### src/rtl/hazard_detection_ml_if.sv
// Pipeline hazard-control bundle between the ID stage and the hazard unit.
// The master side drives the pipeline inputs; the slave side (hazard unit) returns controls.
interface hazard_detection_ml_if #(
  parameter int REG_AW = 5,
  parameter int CNT_W  = 32
);
  logic              ID_EX_MEMR_i;
  logic [REG_AW-1:0] ID_EX_RD_i;
  logic [REG_AW-1:0] RS1_i;
  logic [REG_AW-1:0] RS2_i;
  logic              RS1_used_i;
  logic              RS2_used_i;
  logic              Mem_stall_i;
  logic              Branch_taken_i;
  logic              PCWrite_o;
  logic              IF_ID_Write_o;
  logic              BubbleSignal_o;
  logic              IF_ID_Flush_o;
  logic [CNT_W-1:0]  StallCnt_o;

  modport master (
    output ID_EX_MEMR_i, ID_EX_RD_i, RS1_i, RS2_i, RS1_used_i, RS2_used_i,
           Mem_stall_i, Branch_taken_i,
    input  PCWrite_o, IF_ID_Write_o, BubbleSignal_o, IF_ID_Flush_o, StallCnt_o
  );

  modport slave (
    input  ID_EX_MEMR_i, ID_EX_RD_i, RS1_i, RS2_i, RS1_used_i, RS2_used_i,
           Mem_stall_i, Branch_taken_i,
    output PCWrite_o, IF_ID_Write_o, BubbleSignal_o, IF_ID_Flush_o, StallCnt_o
  );
endinterface

### src/rtl/hazard_detection_ml.sv
// Multi-latency load-use hazard unit: pending-load scoreboard, freeze, branch flush.
// Optional bubble counter is built when HAZARD_STALL_CNT_EN is defined.
module hazard_detection_ml #(
  parameter int REG_AW   = 5,
  parameter int LOAD_LAT = 1,
  parameter int CNT_W    = 32
) (
  input  logic                 clk_i,
  input  logic                 rst_n_i,
  hazard_detection_ml_if.slave bus
);
  localparam int SLOTS = LOAD_LAT - 1;

  function automatic logic reads(input logic [REG_AW-1:0] r,
                                 input logic [REG_AW-1:0] rs1, input logic u1,
                                 input logic [REG_AW-1:0] rs2, input logic u2);
    return (r != '0) && ((u1 && (rs1 == r)) || (u2 && (rs2 == r)));
  endfunction

  logic live_hit, slot_hit, luh;
  logic pcw, ifw, bub, flush;

  // With LOAD_LAT == 1 and no counter nothing is clocked.
  logic unused_clk;
  assign unused_clk = clk_i;

  assign live_hit = bus.ID_EX_MEMR_i &&
                    reads(bus.ID_EX_RD_i, bus.RS1_i, bus.RS1_used_i, bus.RS2_i, bus.RS2_used_i);

  generate
    if (SLOTS > 0) begin : g_sb
      logic [SLOTS-1:0]             vld_q, vld_d, hit;
      logic [SLOTS-1:0][REG_AW-1:0] rd_q, rd_d;

      // A load ages one slot per unfrozen edge; rd==0 never occupies a slot.
      always_comb begin
        vld_d = vld_q;
        rd_d  = rd_q;
        if (!bus.Mem_stall_i) begin
          vld_d[0] = bus.ID_EX_MEMR_i && (bus.ID_EX_RD_i != '0);
          rd_d[0]  = bus.ID_EX_RD_i;
          for (int k = 1; k < SLOTS; k++) begin
            vld_d[k] = vld_q[k-1];
            rd_d[k]  = rd_q[k-1];
          end
        end
      end

      always_ff @(posedge clk_i or negedge rst_n_i) begin
        if (!rst_n_i) begin
          vld_q <= '0;
          rd_q  <= '0;
        end else begin
          vld_q <= vld_d;
          rd_q  <= rd_d;
        end
      end

      for (genvar k = 0; k < SLOTS; k++) begin : g_hit
        assign hit[k] = vld_q[k] &&
                        reads(rd_q[k], bus.RS1_i, bus.RS1_used_i, bus.RS2_i, bus.RS2_used_i);
      end
      assign slot_hit = |hit;
    end else begin : g_nosb
      assign slot_hit = 1'b0;
    end
  endgenerate

  assign luh = live_hit || slot_hit;

  // Freeze beats load-use beats branch flush; reset forces the free-running values.
  always_comb begin
    pcw   = 1'b1;
    ifw   = 1'b1;
    bub   = 1'b0;
    flush = 1'b0;
    if (rst_n_i) begin
      if (bus.Mem_stall_i) begin
        pcw = 1'b0;
        ifw = 1'b0;
      end else if (luh) begin
        pcw = 1'b0;
        ifw = 1'b0;
        bub = 1'b1;
      end else if (bus.Branch_taken_i) begin
        flush = 1'b1;
      end
    end
  end

  assign bus.PCWrite_o      = pcw;
  assign bus.IF_ID_Write_o  = ifw;
  assign bus.BubbleSignal_o = bub;
  assign bus.IF_ID_Flush_o  = flush;

`ifdef HAZARD_STALL_CNT_EN
  logic [CNT_W-1:0] cnt_q, cnt_d;

  always_comb begin
    cnt_d = cnt_q;
    if (bub && (cnt_q != '1)) cnt_d = cnt_q + 1'b1;
  end

  always_ff @(posedge clk_i or negedge rst_n_i) begin
    if (!rst_n_i) cnt_q <= '0;
    else          cnt_q <= cnt_d;
  end

  assign bus.StallCnt_o = cnt_q;
`else
  assign bus.StallCnt_o = '0;
`endif
endmodule

### src/flat_wrapper.sv
// flat-port wrapper written by rule: the top's interface ports become plain ports
module hazard_detection_ml_flat 
#(
  parameter int REG_AW   = 5,
  parameter int LOAD_LAT = 1,
  parameter int CNT_W    = 32
)
  (clk_i, rst_n_i, bus_ID_EX_MEMR_i, bus_ID_EX_RD_i, bus_RS1_i, bus_RS2_i, bus_RS1_used_i, bus_RS2_used_i, bus_Mem_stall_i, bus_Branch_taken_i, bus_PCWrite_o, bus_IF_ID_Write_o, bus_BubbleSignal_o, bus_IF_ID_Flush_o, bus_StallCnt_o);
  hazard_detection_ml_if #(.REG_AW(REG_AW), .CNT_W(CNT_W)) bus_i ();
  input  logic clk_i;
  input  logic rst_n_i;
  input wire logic [$bits(bus_i.ID_EX_MEMR_i)-1:0] bus_ID_EX_MEMR_i;
  input wire logic [$bits(bus_i.ID_EX_RD_i)-1:0] bus_ID_EX_RD_i;
  input wire logic [$bits(bus_i.RS1_i)-1:0] bus_RS1_i;
  input wire logic [$bits(bus_i.RS2_i)-1:0] bus_RS2_i;
  input wire logic [$bits(bus_i.RS1_used_i)-1:0] bus_RS1_used_i;
  input wire logic [$bits(bus_i.RS2_used_i)-1:0] bus_RS2_used_i;
  input wire logic [$bits(bus_i.Mem_stall_i)-1:0] bus_Mem_stall_i;
  input wire logic [$bits(bus_i.Branch_taken_i)-1:0] bus_Branch_taken_i;
  output wire logic [$bits(bus_i.PCWrite_o)-1:0] bus_PCWrite_o;
  output wire logic [$bits(bus_i.IF_ID_Write_o)-1:0] bus_IF_ID_Write_o;
  output wire logic [$bits(bus_i.BubbleSignal_o)-1:0] bus_BubbleSignal_o;
  output wire logic [$bits(bus_i.IF_ID_Flush_o)-1:0] bus_IF_ID_Flush_o;
  output wire logic [$bits(bus_i.StallCnt_o)-1:0] bus_StallCnt_o;
  assign bus_i.ID_EX_MEMR_i = bus_ID_EX_MEMR_i;
  assign bus_i.ID_EX_RD_i = bus_ID_EX_RD_i;
  assign bus_i.RS1_i = bus_RS1_i;
  assign bus_i.RS2_i = bus_RS2_i;
  assign bus_i.RS1_used_i = bus_RS1_used_i;
  assign bus_i.RS2_used_i = bus_RS2_used_i;
  assign bus_i.Mem_stall_i = bus_Mem_stall_i;
  assign bus_i.Branch_taken_i = bus_Branch_taken_i;
  assign bus_PCWrite_o = bus_i.PCWrite_o;
  assign bus_IF_ID_Write_o = bus_i.IF_ID_Write_o;
  assign bus_BubbleSignal_o = bus_i.BubbleSignal_o;
  assign bus_IF_ID_Flush_o = bus_i.IF_ID_Flush_o;
  assign bus_StallCnt_o = bus_i.StallCnt_o;
  hazard_detection_ml #(.REG_AW(REG_AW), .LOAD_LAT(LOAD_LAT), .CNT_W(CNT_W)) u_core (.clk_i(clk_i), .rst_n_i(rst_n_i), .bus(bus_i));
endmodule
### config.mk
export PLATFORM = sky130hd
export DESIGN_NAME = hazard_detection_ml_flat
export DESIGN_NICKNAME = d
export VERILOG_FILES = /design/src/rtl/hazard_detection_ml_if.sv /design/src/rtl/hazard_detection_ml.sv /design/src/flat_wrapper.sv
export SDC_FILE = /design/constraint.sdc
export NUM_CORES = 1
export LEC_CHECK = 0
export ABC_AREA = 1
export BUFFER_PORTS_ARGS = -buffer_cell sky130_fd_sc_hd__buf_4
export CAP_MARGIN = 20
export CORE_UTILIZATION = 36
export DETAILED_ROUTE_END_ITERATION = 7
export PLACE_DENSITY = 0.94
export SYNTH_ARGS = -nofsm -noshare
export SYNTH_HDL_FRONTEND = slang
export SYNTH_SLANG_ARGS = --single-unit
export TNS_END_PERCENT = 30
### constraint.sdc
create_clock -name vclk -period 0.8
set_input_delay 0.04 -clock vclk [all_inputs]
set_output_delay 0.04 -clock vclk [all_outputs]
set_load 0.1 [all_outputs]
==> flow_summary.yaml, run 1 <==
timing:
  fin_crit_ns: 1.05
  fmax_ghz: 0.950
  final.setup.tns_ns: -0.922
  setup_viol: 4
  final_max_slew_viol_count: 0
  rsz0062_at_grt: "true"
  timing.final.ws_setup_ns: -0.252
  hold_violations: 0
  min_period_over_period: 1.32
synthesis:
  synth_top_area_frac: 0.495
  synth.distinct_cells: 10
  yosysTopAreaCell: "buf_4"
  yosysWarnings: 0
  syn_area_um2: 500
  seq_area_frac_synth: 0
  syn_avg_cell_area_um2: 5.11
  yosys-top-cells-area: "buf_4, nand2_1, inv_1"
  syn_inst: 98
cells_and_area:
  seq_cell_count: 0
  ff_latch_area_um2: 0
  final_common_cell: "conb_1"
  n_antenna_cell: 0
  nClkBuffers: 0
  area_growth_pct: 57.3
  num-nets-final: 146
  final_cell_mix: "conb_1, nand2_1, buf_4"
  drive_above_1_share: 0.402
global_routing:
  track_usage: 0.145
  grt_pass1_wl_um: 1620
  grt_remaining_overflow: 0
  grt_max_degree: 5
  antenna_found_initial: 0
  grt_pass1_vias: 443
critical_path:
  cp.required_ns: 0.76
  crit_path_max_fanout: 2
  crit_arrival_ns: 1.01
  path_class: "input pin to output pin"
  startpoint_type: "input pin"
  critPathCaptureType: "output pin"
placement:
  place_ws_ns: -0.364
  routabilityCongestion: 0.699
  port-buffer-count: 25
  place_hpwl_um: 875
routing:
  drtPass1Iterations: 4
  drc_errors: 0
  detail-route-antenna-nets: 0
  avgRoutedWirePerCell_um: 8.20
  routed_wl_um: 1120
  drt-vias-per-instance: 3.88
  routed-via-count: 532
  first_iter_violations: 2
pwr:
  irDropWorstVdd_uv: 932
  leakage_nw: 0.480
  power_density_nw_per_um2: 1310
floorplan:
  die_h_um: 39.3
  start_util: 0.385
  die_w_um: 39.3
  core_um2: 1300
  die_area_um2: 1540
  pin_count: 58
  rows: 13
outcome:
  violations: "setup timing"
  status: "finished with violations"
worst_hold_path:
  min_path_type: "input pin to output pin"
job:
  drv_cap: 0
==> worst max-delay path, cell delays in order <==
cell and delay, ns:
buf_4 0.08, inv_1 0.03, nand2_1 0.06, nand2_1 0.05
nor2_1 0.16, nand3_2 0.09, nand2_2 0.11, nand2_4 0.08
nand2_4 0.09, nand2_8 0.06, buf_12 0.16
==> path summary, 6_finish.rpt <==
path,start,end,slack [ns],depth (start not counted)
setup / recovery,bus_RS2_i[1],bus_IF_ID_Write_o,-0.25,11
hold / removal,rst_n_i,bus_PCWrite_o,0.42,3
==> cells by family after synthesis <==
| group | Yosys count | share of synthesized area |
|---|---|---|
| and+or+nand+nor | 46 | 0.357 |
| buffers and inverters | 49 | 0.615 |
| AOI/OAI and AO/OA | 2 | 0.0200 |
| other | 1 | 0.00749 |
==> cell type report <==
class              instances  area [um^2]
well taps                 15         18.8
multi-input cells         80          384
repair buffers            26          299
fillers                  124          514
inverters                 16         85.1
==> synthesized netlist by cell type <==
master,count
a21oi_1,1
inv_2,2
nand4_1,1
nand3_1,3
buf_4,33
inv_1,14
o21ai_0,1
nand2_1,33
conb_1,1
nor2_1,9
==> repair_timing <==
action / CTS / global route
pin swaps: 20 / 13
setup buffers: 0 / 0
gates resized for setup: 34 / 8
hold buffers: 0 / 0
setup endpoints to repair: 4 / 4
hold endpoints to repair: 0 / 0
==> where the power goes <==
| part | total (W) | switching, W | internal [W] |
|---|---|---|---|
| clock | 0 | 0 | 0 |
| combinational | 0.00103 | 0.000850 | 0.000179 |
| sequential | 0 | 0 | 0 |
==> routing by layer <==
metal | global-route usage | vias up | wire [um]
li1 | - | 270 | -
met2 | 0.358 | 29 | 710
met5 | 0 | - | 0
met4 | 0 | 0 | 0
met1 | 0.122 | 233 | 302
met3 | 0.00568 | 0 | 112
==> through the flow <==
| step | util | hold slack, ns | instances | instance area [um^2] | power (W) |
|---|---|---|---|---|---|
| after floorplan | - | 0.197 | 129 | 694 | 0.000951 |
| after global placement | 0.498 | 0.467 | 137 | 648 | 0.000940 |
| after detailed placement | 0.498 | 0.474 | 137 | 648 | 0.000947 |
| after CTS | 0.588 | 0.431 | 137 | 764 | 0.00101 |
| after global routing | 0.605 | 0.430 | 137 | 787 | 0.00107 |
| final | 0.605 | 0.424 | 137 | 787 | 0.00103 |
(Power assumes the default switching activity.)
==> run 2: changes to the inputs <==
==> constraint.sdc (replaced) <==
create_clock -name vclk -period 0.8
set_input_delay 0.08 -clock vclk [all_inputs]
set_output_delay 0.08 -clock vclk [all_outputs]
set_load 0.1 [all_outputs]
==> flow_summary.yaml, run 2 (synthesis gave the netlist of run 1 again) <==
placement:
  place_area_um2: 656
  place_ws_ns: -0.470
  port-buffer-count: 25
  place_hpwl_um: 878
  routabilityCongestion: 0.702
critical_path:
  startpoint_type: "input pin"
  endpoint: "bus_IF_ID_Write_o"
  critPathCaptureType: "output pin"
  crit_path_max_fanout: 2
  critPathLaunch: "bus_RS1_i[1]"
  path_class: "input pin to output pin"
  crit_arrival_ns: 1.02
  cp.required_ns: 0.72
cells_and_area:
  seq_cell_count: 0
  multiInputGateArea_um2: 389
  ff_latch_area_um2: 0
  n_antenna_cell: 0
  fill_cells: 127
  final_common_cell: "conb_1"
  final_cell_area_um2: 786
  final_util: 0.604
  nClkBuffers: 0
  num-nets-final: 147
  drive_above_1_share: 0.423
  area_growth_pct: 57.0
  final_cell_mix: "conb_1, nand2_1, buf_4, inv_2"
timing:
  timing.final.ws_setup_ns: -0.301
  whs_ns: 0.595
  setup_viol: 4
  min_period_over_period: 1.38
  final_max_slew_viol_count: 0
  rsz0062_at_grt: "true"
  hold_violations: 0
  fmax_ghz: 0.908
  fin_crit_ns: 1.10
floorplan:
  core_um2: 1300
  start_util: 0.385
  die_area_um2: 1540
  die_h_um: 39.3
  rows: 13
  die_w_um: 39.3
  pin_count: 58
global_routing:
  grt_remaining_overflow: 0
  track_usage: 0.142
  antenna_found_initial: 0
  grt_max_degree: 5
  grt_pass1_vias: 438
  grt_pass1_wl_um: 1560
pwr:
  p_int_w: 0.000179
  p_sw_frac: 0.826
  power_density_nw_per_um2: 1310
  leakage_nw: 0.478
  irDropWorstVdd_uv: 848
  power.switching_w: 0.000850
  p_seq_frac: 0
  power_frac_comb: 1.000
  p_clk_frac: 0
routing:
  routed-via-count: 530
  avgRoutedWirePerCell_um: 7.86
  drtPass1Iterations: 2
  drt-vias-per-instance: 3.84
  routed_wl_um: 1090
  detail-route-antenna-nets: 0
  first_iter_violations: 2
  drc_errors: 0
outcome:
  violations: "setup timing"
  status: "finished with violations"
job:
  drv_cap: 0
worst_hold_path:
  min_path_type: "input pin to output pin"
==> run 2: area by class of cell <==
class,instances,area share
timing repair buffer,27,0.376
multi-input combinational,80,0.495
inverter,16,0.105
tap,15,0.0239
==> run 2: how the worst min path moves through the flow <==
stage / from / to / depth (start not counted)
6_report: rst_n_i / bus_PCWrite_o / 4
3_5_place_dp: rst_n_i / bus_BubbleSignal_o / 4
2_1_floorplan: rst_n_i / bus_IF_ID_Write_o / 1
5_1_grt: rst_n_i / bus_IF_ID_Write_o / 4
3_3_place_gp: rst_n_i / bus_BubbleSignal_o / 4
4_1_cts: rst_n_i / bus_BubbleSignal_o / 4
==> run 2: layer usage <==
metal / global-route usage / routed length (um)
met5: 0 / 0
met4: 0 / 0
met3: 0.00568 / 91
met2: 0.350 / 669
met1: 0.118 / 325
==> run 2: through the flow <==
stage               total power [W]  cells  TNS [ns]
floorplan                  0.000951    129     -1.06
global placement           0.000943    138     -1.58
detailed placement         0.000950    138     -1.69
CTS                         0.00100    138     -1.06
global route                0.00107    138     -1.48
finish                      0.00103    138     -1.18
==> run 2: power groups by stage <==
stage	Clock, W	Sequential (W)	Combinational (W)
final	0	0	0.00103
after global routing	0	0	0.00107
after CTS	0	0	0.00100
after detailed placement	0	0	0.000950
after global placement	0	0	0.000943
after floorplan	0	0	0.000951
==> run 2: timing repair <==
item,in CTS,in global routing
pin swaps,17,10
hold buffers,0,0
setup endpoints to repair,4,4
setup buffers,0,0
resized for setup,30,11
==> run 2: critical path, stage by stage <==
cell and delay (ns):
buf_4 0.11, nand2_1 0.08, nand2_2 0.07, nor2_4 0.11, nand3_2 0.07, nand2_2 0.12
nand2_4 0.08, nand2_4 0.08, nand2_8 0.06, buf_12 0.16
